`src/rtl/mips_multicycle_ctrl.sv`:
```
// Multicycle MIPS control FSM: sequences fetch/decode/execute/memory/writeback with a handshaked memory port.
// Optional: define MIPS_MC_ILLEGAL_TRAP_EN to send illegal opcodes to TRAP (default: illegal op is a NOP).
module mips_multicycle_ctrl #(
  parameter int MEM_TIMEOUT = 16,
  parameter int CNT_W       = 8
) (
  input  logic       clk,
  input  logic       reset_n,
  input  logic [5:0] op,
  input  logic       mem_ready,
  output logic       mem_req,
  output logic       iord,
  output logic       irwrite,
  output logic       pcwrite,
  output logic       branch,
  output logic       bne,
  output logic [1:0] pcsrc,
  output logic       alusrca,
  output logic [1:0] alusrcb,
  output logic [1:0] aluop,
  output logic       extend,
  output logic       regdst,
  output logic       memtoreg,
  output logic       regwrite,
  output logic [1:0] memwrite,
  output logic [1:0] ls_size,
  output logic       bus_err,
  output logic [3:0] state
);

  typedef enum logic [3:0] {
    FETCH  = 4'd0,
    DECODE = 4'd1,
    MEMADR = 4'd2,
    MEMRD  = 4'd3,
    MEMWB  = 4'd4,
    MEMWR  = 4'd5,
    RTEX   = 4'd6,
    ALUWB  = 4'd7,
    BRANCH = 4'd8,
    IMMEX  = 4'd9,
    IMMWB  = 4'd10,
    JUMP   = 4'd11,
    TRAP   = 4'd15
  } state_t;

  localparam logic [5:0] OP_RTYPE = 6'b000000;
  localparam logic [5:0] OP_LW    = 6'b100011;
  localparam logic [5:0] OP_LH    = 6'b100001;
  localparam logic [5:0] OP_LB    = 6'b100000;
  localparam logic [5:0] OP_LBU   = 6'b100100;
  localparam logic [5:0] OP_SW    = 6'b101011;
  localparam logic [5:0] OP_SH    = 6'b101001;
  localparam logic [5:0] OP_SB    = 6'b101000;
  localparam logic [5:0] OP_BEQ   = 6'b000100;
  localparam logic [5:0] OP_BNE   = 6'b000101;
  localparam logic [5:0] OP_ADDI  = 6'b001000;
  localparam logic [5:0] OP_ORI   = 6'b001101;
  localparam logic [5:0] OP_J     = 6'b000010;

  // The request may be held for MEM_TIMEOUT cycles; the last of them is still allowed to complete.
  localparam logic [CNT_W-1:0] LAST_WAIT = CNT_W'(MEM_TIMEOUT - 1);

  state_t           cur_state, nxt_state;
  logic [CNT_W-1:0] wait_cnt;
  logic [5:0]       op_q;
  logic             running;
  logic             err_q;
  logic             timeout;

  // running stays low from reset until the first clock edge after release, holding all outputs idle
  always_ff @(posedge clk or negedge reset_n) begin
    if (!reset_n) begin
      cur_state <= FETCH;
      wait_cnt  <= '0;
      op_q      <= '0;
      running   <= 1'b0;
      err_q     <= 1'b0;
    end else begin
      running   <= 1'b1;
      cur_state <= nxt_state;
      if (nxt_state != cur_state)
        wait_cnt <= '0;
      else if (mem_req && !mem_ready)
        wait_cnt <= wait_cnt + 1'b1;
      if (cur_state == DECODE)
        op_q <= op;
      if (timeout)
        err_q <= 1'b1;
    end
  end

  always_comb begin
    nxt_state = cur_state;
    timeout   = 1'b0;
    mem_req   = 1'b0;
    iord      = 1'b0;
    irwrite   = 1'b0;
    pcwrite   = 1'b0;
    branch    = 1'b0;
    bne       = 1'b0;
    pcsrc     = 2'b00;
    alusrca   = 1'b0;
    alusrcb   = 2'b00;
    aluop     = 2'b00;
    extend    = 1'b0;
    regdst    = 1'b0;
    memtoreg  = 1'b0;
    regwrite  = 1'b0;
    memwrite  = 2'b00;
    ls_size   = 2'b00;
    if (running) begin
      case (cur_state)
        FETCH: begin
          mem_req = 1'b1;
          alusrcb = 2'b01;
          if (mem_ready) begin
            irwrite   = 1'b1;
            pcwrite   = 1'b1;
            nxt_state = DECODE;
          end else if (wait_cnt == LAST_WAIT) begin
            timeout   = 1'b1;
            nxt_state = TRAP;
          end
        end
        DECODE: begin
          alusrcb = 2'b11;
          case (op)
            OP_RTYPE:                                   nxt_state = RTEX;
            OP_LW, OP_LH, OP_LB, OP_LBU, OP_SW, OP_SH, OP_SB: nxt_state = MEMADR;
            OP_BEQ, OP_BNE:                             nxt_state = BRANCH;
            OP_ADDI, OP_ORI:                            nxt_state = IMMEX;
            OP_J:                                       nxt_state = JUMP;
            default: begin
`ifdef MIPS_MC_ILLEGAL_TRAP_EN
              nxt_state = TRAP;
`else
              nxt_state = FETCH;
`endif
            end
          endcase
        end
        MEMADR: begin
          alusrca = 1'b1;
          alusrcb = 2'b10;
          extend  = 1'b1;
          case (op_q)
            OP_LW, OP_LH, OP_LB, OP_LBU: nxt_state = MEMRD;
            OP_SW, OP_SH, OP_SB:         nxt_state = MEMWR;
            default:                     nxt_state = FETCH;
          endcase
        end
        MEMRD: begin
          mem_req = 1'b1;
          iord    = 1'b1;
          case (op_q)
            OP_LH:   ls_size = 2'b01;
            OP_LB:   ls_size = 2'b10;
            OP_LBU:  ls_size = 2'b11;
            default: ls_size = 2'b00;
          endcase
          if (mem_ready) begin
            nxt_state = MEMWB;
          end else if (wait_cnt == LAST_WAIT) begin
            timeout   = 1'b1;
            nxt_state = TRAP;
          end
        end
        MEMWB: begin
          regwrite  = 1'b1;
          memtoreg  = 1'b1;
          nxt_state = FETCH;
        end
        MEMWR: begin
          mem_req = 1'b1;
          iord    = 1'b1;
          case (op_q)
            OP_SW:   memwrite = 2'b01;
            OP_SH:   memwrite = 2'b10;
            OP_SB:   memwrite = 2'b11;
            default: memwrite = 2'b00;
          endcase
          if (mem_ready) begin
            nxt_state = FETCH;
          end else if (wait_cnt == LAST_WAIT) begin
            timeout   = 1'b1;
            nxt_state = TRAP;
          end
        end
        RTEX: begin
          alusrca   = 1'b1;
          aluop     = 2'b11;
          nxt_state = ALUWB;
        end
        ALUWB: begin
          regwrite  = 1'b1;
          regdst    = 1'b1;
          nxt_state = FETCH;
        end
        BRANCH: begin
          alusrca   = 1'b1;
          aluop     = 2'b01;
          pcsrc     = 2'b01;
          branch    = (op_q == OP_BEQ);
          bne       = (op_q == OP_BNE);
          nxt_state = FETCH;
        end
        IMMEX: begin
          alusrca = 1'b1;
          alusrcb = 2'b10;
          if (op_q == OP_ORI)
            aluop = 2'b10;
          else
            extend = 1'b1;
          nxt_state = IMMWB;
        end
        IMMWB: begin
          regwrite  = 1'b1;
          nxt_state = FETCH;
        end
        JUMP: begin
          pcwrite   = 1'b1;
          pcsrc     = 2'b10;
          nxt_state = FETCH;
        end
        TRAP:    nxt_state = TRAP;
        default: nxt_state = FETCH;
      endcase
    end
  end

  assign bus_err = err_q;
  assign state   = cur_state;

endmodule

```
`config.mk`:
```
export PLATFORM = sky130hd
export DESIGN_NAME = mips_multicycle_ctrl
export DESIGN_NICKNAME = d
export VERILOG_FILES = /design/src/rtl/mips_multicycle_ctrl.sv
export SDC_FILE = /design/constraint.sdc
export NUM_CORES = 1
export LEC_CHECK = 0
export CAP_MARGIN = 20
export CORE_MARGIN = 2
export CORE_UTILIZATION = 51
export DETAILED_ROUTE_END_ITERATION = 7
export PLACE_DENSITY = 0.8
export SYNTH_ARGS = -nofsm -noshare
export SYNTH_HDL_FRONTEND = slang
export SYNTH_SLANG_ARGS = --single-unit
```
`constraint.sdc`:
```
create_clock -name clk -period 2.7 [get_ports clk]
set_input_delay 0.675 -clock clk [delete_from_list [all_inputs] [get_ports clk]]
set_output_delay 0.675 -clock clk [all_outputs]
set_load 0.005 [all_outputs]
```
Word-level counts from Yosys, hierarchy flattened

Memories as Yosys holds them, arrays and structs flattened.
Index checks and enable logic that the tools add are counted.

Flip-flop bits (word level): 20
Output and inout bits: 26
Memories: 1
Memory bits (read-only): 256
Logic and storage cells: 92

Equal/unequal tests: 24
Reduce and logical (&&, ||, !) cells: 11
Mux-type cells: 50
Add/sub/neg operators: 1

Memory list:

| memory          | depth | bits a word | read ports | clocked after memory_dff | write ports | RTL line | source |
|---|---|---|---|---|---|---|---|
| (no name shown) | 64    | 4           | 1          | 0                        | 0           | 128      | `case (op)` |

Operators with widths:

| kind                                                                  | number |
|---|---|
| 6-bit equality test, second input constant                            | 7 |
| 4-bit case mux with 8 select lines                                    | 1 |
| 1-bit two-way mux                                                     | 26 |
| 2-bit case mux with 3 select lines                                    | 4 |
| 4-bit equality test, second input constant                            | 5 |
| 4-bit two-way mux                                                     | 5 |
| 4-bit by 3-bit equality test with 1-bit output, second input constant | 4 |
| 2-bit two-way mux                                                     | 8 |
| 8-bit two-way mux                                                     | 2 |
| 6-bit by 3-bit equality test with 1-bit output, second input constant | 2 |
| 3-bit OR reduction                                                    | 3 |
| 8-bit by 1-bit adder with 8-bit output, second input constant         | 1 |
| 4-bit by 2-bit equality test with 1-bit output, second input constant | 2 |
| 8-bit by 4-bit equality test with 1-bit output, second input constant | 1 |
| 4-bit OR reduction                                                    | 2 |
| 6-bit by 4-bit equality test with 1-bit output, second input constant | 1 |
| 3-bit case mux with 2 select lines                                    | 1 |
| 4-bit by 1-bit equality test with 1-bit output, second input constant | 1 |
| 4-bit logical NOT                                                     | 1 |
| 4-bit inequality test                                                 | 1 |
| 1-bit case mux with 2 select lines                                    | 2 |
| 2-bit case mux with 2 select lines                                    | 1 |
| 2-bit OR reduction                                                    | 2 |
| 2-bit nonzero test                                                    | 1 |
| other kinds (2)                                                       | 2 |

Depth between registers and ports, before layout

Depth in word-level cells: 7
Depth in mapped cells: 8

Least setup slack after synthesis

OpenSTA, ideal clock, no wires.

Path kind: register -> output
From: register cur_state[2], in the netlist state[2]
To: output bne
Slack: 0.597 ns
Arrival: 1.428 ns
Cell stages (with the launch flop): 8
Path buffers: 2
Data required time: 2.025 ns
Cells stage by stage: dfrtp_1 buf_4 buf_2 nor2_1 nand2_1 nor3_1 nand3_1 nor2_1

Word-level cells in the longest chain between the ends: 3

RTL lines:

| element                | RTL line | source |
|---|---|---|
| start, declared        | 64       | `state_t cur_state, nxt_state;` |
| start signal, assigned | 81       | `cur_state <= nxt_state;` |
| 4-bit equality test    | 113      | `case (cur_state)` |
| 1-bit two-way mux      | 113      |  |
| 1-bit two-way mux      | 112      | `if (running) begin` |
| end, declared          | 16       | `output logic bne,` |

Every way passes these cells.

Worst setup path in the final report

From: register cur_state[3], in the netlist state[3]
To: output ls_size[1]

Word-level cells in the longest chain between the ends: 3

RTL lines:

| element                                        | RTL line | source |
|---|---|---|
| 4-bit by 2-bit equality test with 1-bit output | 113      |  |
| 2-bit two-way mux                              | 113      |  |
| 2-bit two-way mux                              | 112      |  |
| end, declared                                  | 26       | `output logic [1:0] ls_size,` |

Every way passes these cells.

==> out/results.md <==
| Result | This run | Unit |
| --- | --- | --- |
| Final-stage net count | 285 | - |
| GP Congestion | 0.8820 | - |
| Fraction of registers with async set/reset | 1.000 | - |
| Final worst setup slack | -0.002655 | ns |
| Total number of vias | 1890 | - |
| Largest voltage drop on the vdd net | 0.4689 | mV |
| Max-slew violation total from the final report | 0 | - |
| Initial core utilization | 0.5435 | - |
| Maximum number of pins on one net before global-route repair | 21 | - |
| Multi-input logic area | 1174 | µm² |
| ANT cells | 0 | - |
| WP data arrival | 2.03 | ns |
| Met1 global-route usage | 0.3862 | - |
| Utilization after layout | 0.8102 | - |
| Input/output buffers | 34 | - |
| Crit path kind | register to primary output | - |
| Fraction of power consumed by sequential logic | 0.258 | - |
| CTS max path bufs | 2 | - |
| TritonCTS buffer count | 3 | - |
| Clock latency of the later-clocked register in the worst-skew pair | 0.32 | ns |
| Site Rows | 20 | - |
| Beginning of the critical path | state[3]$_DFF_PN0_ | - |
| Upper clock frequency limit | 370.0 | MHz |
| Clk Tree Root Cell | sky130_fd_sc_hd__clkbuf_4 | - |
| Area contributors post-synth | sky130_fd_sc_hd__dfrtp_1 30%, sky130_fd_sc_hd__nor2_1 6.1%, sky130_fd_sc_hd__nand2_1 4.3%, sky130_fd_sc_hd__a21oi_1 3.9%, sky130_fd_sc_hd__xnor2_1 3.7% | - |
| Critical path required time | 2.03 | ns |
| Status | finished, violations left | - |
| Initial antenna violation count | 0 | - |
| Core area | 3078 | µm² |
| Top-level port count | 35 | - |
| Cells on worst reg2reg path | 7 | - |
| Switching fraction of total power | 0.4298 | - |
| Number of buffers added to fix hold violations after cts | 0 | - |
| Post-route fraction of the period consumed by the critical path | 1.001 | - |
| Startpoint Class | register | - |
| Cell area after synthesis | 1673 | µm² |
| Power per cell area | 801.3 | nW/µm² |
| Antenna viol nets, final | 0 | - |
| Most instantiated cells after synthesis | 27 x sky130_fd_sc_hd__nor2_1, 20 x sky130_fd_sc_hd__dfrtp_1, 19 x sky130_fd_sc_hd__nand2_1 | - |
| Clock Power Share | 0.131 | - |
| Cell internal pwr | 1.139 | mW |
| Clock-pin slew on the worst setup and hold paths | 0.13 | ns |
| Share of synthesized area occupied by flip-flops and latches | 0.2992 | - |
| Total placed instance area | 2220 | µm² |
| Share of post-route cells with drive strength above 1 | 0.2920 | - |
| Maximum fanout along the worst path | 9 | - |
| Die Footprint | 3754 | µm² |
| Worst Hold Class | register to register | - |
| Violation count after the first detailed-routing iteration | 210 | - |
| Final instance area | 2494 | µm² |
| Worst Hold Margin | 0.4928 | ns |
| Min Clock Period, post-route | 2.703 | ns |
| Static leakage power | 1.148 | nW |
| Cell taking the most area after synthesis | sky130_fd_sc_hd__dfrtp_1 | - |
| Count of synthesis-stage warnings from yosys | 0 | - |
| Global routing usage on met3 | 0.03992 | - |
| Share of total power in combinational logic | 0.611 | - |
| First-pass detailed-route iteration total | 4 | - |
| Vias per inst | 5.943 | - |
| Clock tree from TritonCTS | yes | - |
| Number of filler instances in the final layout | 211 | - |
| Most numerous cell in the Yosys netlist | sky130_fd_sc_hd__nor2_1 | - |
| Count of max-cap constraint violations | 0 | - |
| FF+latch count, synth | 20 | - |
| Final Hold Vio Count | 0 | - |
| DRC violation count after routing | 0 | - |
| Net Switching | 858.8 | µW |
| Post-placement cell count | 302 | - |
| Number of global-route vias before repair | 1703 | - |
| Post-synth net total | 216 | - |
| Worst setup skew after layout | 0.005758 | ns |
| Hpwl dp | 3705 | µm |
| Post-layout instance count excluding filler cells | 318 | - |
| CTS H-tree lvls | 1 | - |
| Clock Sink Count | 20 | - |
| Count of cells along the worst hold path | 1 | - |
| Number of synthesized flops with an enable pin | 0 | - |
| Hold path startpoint | bus_err$_DFFE_PN0P_ | - |
| Horizontal die dimension | 61.27 | µm |
| Number of setup violations in the final report | 1 | - |
| Average footprint of a synthesized cell | 8.121 | µm² |
| Endpoint kind of the worst setup timing path | primary output | - |
| Sequential cell area in the final layout | 509.2 | µm² |
| Top cell type's share of synthesized area | 0.2992 | - |
| GRT Total Usage | 0.2958 | - |
| Drt total wl | 5553 | µm |
| First-pass GRT wire length | 8045 | µm |
| Ys flop type | sky130_fd_sc_hd__dfrtp_1 | - |
| Netlist cell types | 56 | - |
| Failing checks | setup timing | - |
| Total overflow reported by the global router | 0 | - |
| Gate count of the mapped netlist | 206 | - |
| Reg-to-reg critical path startpoint | state[2]$_DFF_PN0_ | - |
| Layer with the highest usage after global routing | met2 | - |
| GR Util met2 | 0.4970 | - |
| Growth of design area from synthesis to finish | 49.07 | % |
| Die Y-Extent | 61.27 | µm |
| Routed wire per std cell | 17.46 | µm |
==> what timing repair did <==
action | CTS | global route
endpoints found under the hold margin | 0 | 0
resized for setup | 15 | 24
pin swaps | 3 | 6
setup endpoints to repair | 12 | 13
buffers inserted | 8 | 4
==> logic make-up (layout without fill, tap and decap cells) <==
family,count (synthesis),count (layout),share of synthesized area
AO/OA/AOI/OAI,46,46,0.2139
flip-flops,20,20,0.2992
XOR/XNOR,12,12,0.06283
adder cells (fa/ha/maj),1,1,0.007478
buffers and inverters,20,88,0.05535
other,1,1,0.002242
AND/OR/NAND/NOR,100,100,0.3194
multiplexers,6,6,0.03964
==> layout by cell type, fill, tap and decap left out, drive strengths merged, types with 3 or more instances in the layout <==
cell type / n
a21oi: 13
and3: 3
buf: 39
clkbuf: 3
clkdlybuf4s50: 21
dfrtp: 20
dlygate4sd2: 3
dlymetal6s2s: 10
inv: 10
mux2: 5
nand2: 20
nand2b: 6
nand3: 10
nor2: 28
nor3: 9
nor4: 9
o21ai: 10
o221ai: 3
o22ai: 3
or4: 3
xnor2: 7
xor2: 5
==> stage by stage <==
stage	setup TNS [ns]	total power [mW]	setup slack (ns)
2_1_floorplan	0	1.100	0.5967
5_1_grt	-0.1287	2.113	-0.06144
3_5_place_dp	-0.5474	1.487	-0.1504
6_report	-0.002655	1.998	-0.002655
3_3_place_gp	-0.1432	1.467	-0.02561
4_1_cts	0	1.860	0.005339
==> power by group through the flow <==
stage / clock [mW] / sequential, mW / combinational (mW)
after global placement: 0 / 0.495 / 0.973
after CTS: 0.262 / 0.502 / 1.10
after detailed placement: 0 / 0.500 / 0.988
final: 0.261 / 0.516 / 1.22
after floorplan: 0 / 0.443 / 0.656
after global routing: 0.276 / 0.524 / 1.31
==> cell type report <==
type	count	share of cell area
multi-input combinational	166	0.4706
timing repair buffer	73	0.2639
sequential	20	0.2042
tap	44	0.02208
inverter	11	0.01806
clock inverter	1	0.01204
clock buffer	3	0.009032
==> final timing paths <==
| path | endpoint | slack (ns) |
|---|---|---|
| setup reg to reg | wait_cnt[5]$_DFFE_PN0P_ | 0.22 |
| setup / recovery | ls_size[1] | -0.003 |
| hold / removal | bus_err$_DFFE_PN0P_ | 0.49 |
| max in group asynchronous | op_q[0]$_DFFE_PN0P_ | 1.79 |
| min in group asynchronous | bus_err$_DFFE_PN0P_ | 0.67 |
| hold reg to reg | bus_err$_DFFE_PN0P_ | 0.49 |
==> routing by layer <==
layer	routed length [µm]	vias up	part of all wire
li1	-	888	-
met1	2245	882	0.40
met2	2743	91	0.49
met3	317	29	0.057
met4	246	0	0.044
met5	0	-	0
==> critical path, stage by stage, from the launching register on <==
cell and delay, ns:
sky130_fd_sc_hd__dfrtp_1 0.41, sky130_fd_sc_hd__buf_4 0.18, sky130_fd_sc_hd__nor3_4 0.26, sky130_fd_sc_hd__nand4bb_1 0.22
sky130_fd_sc_hd__nor2_1 0.13, sky130_fd_sc_hd__clkdlybuf4s50_1 0.50
==> flip-flops by register name, summed over array words and instances (netlist names) <==
name,flops
running,1
bus_err,1
wait_cnt,8
op_q,6
state,4
Note: power is estimated with default switching activity, not from simulation.
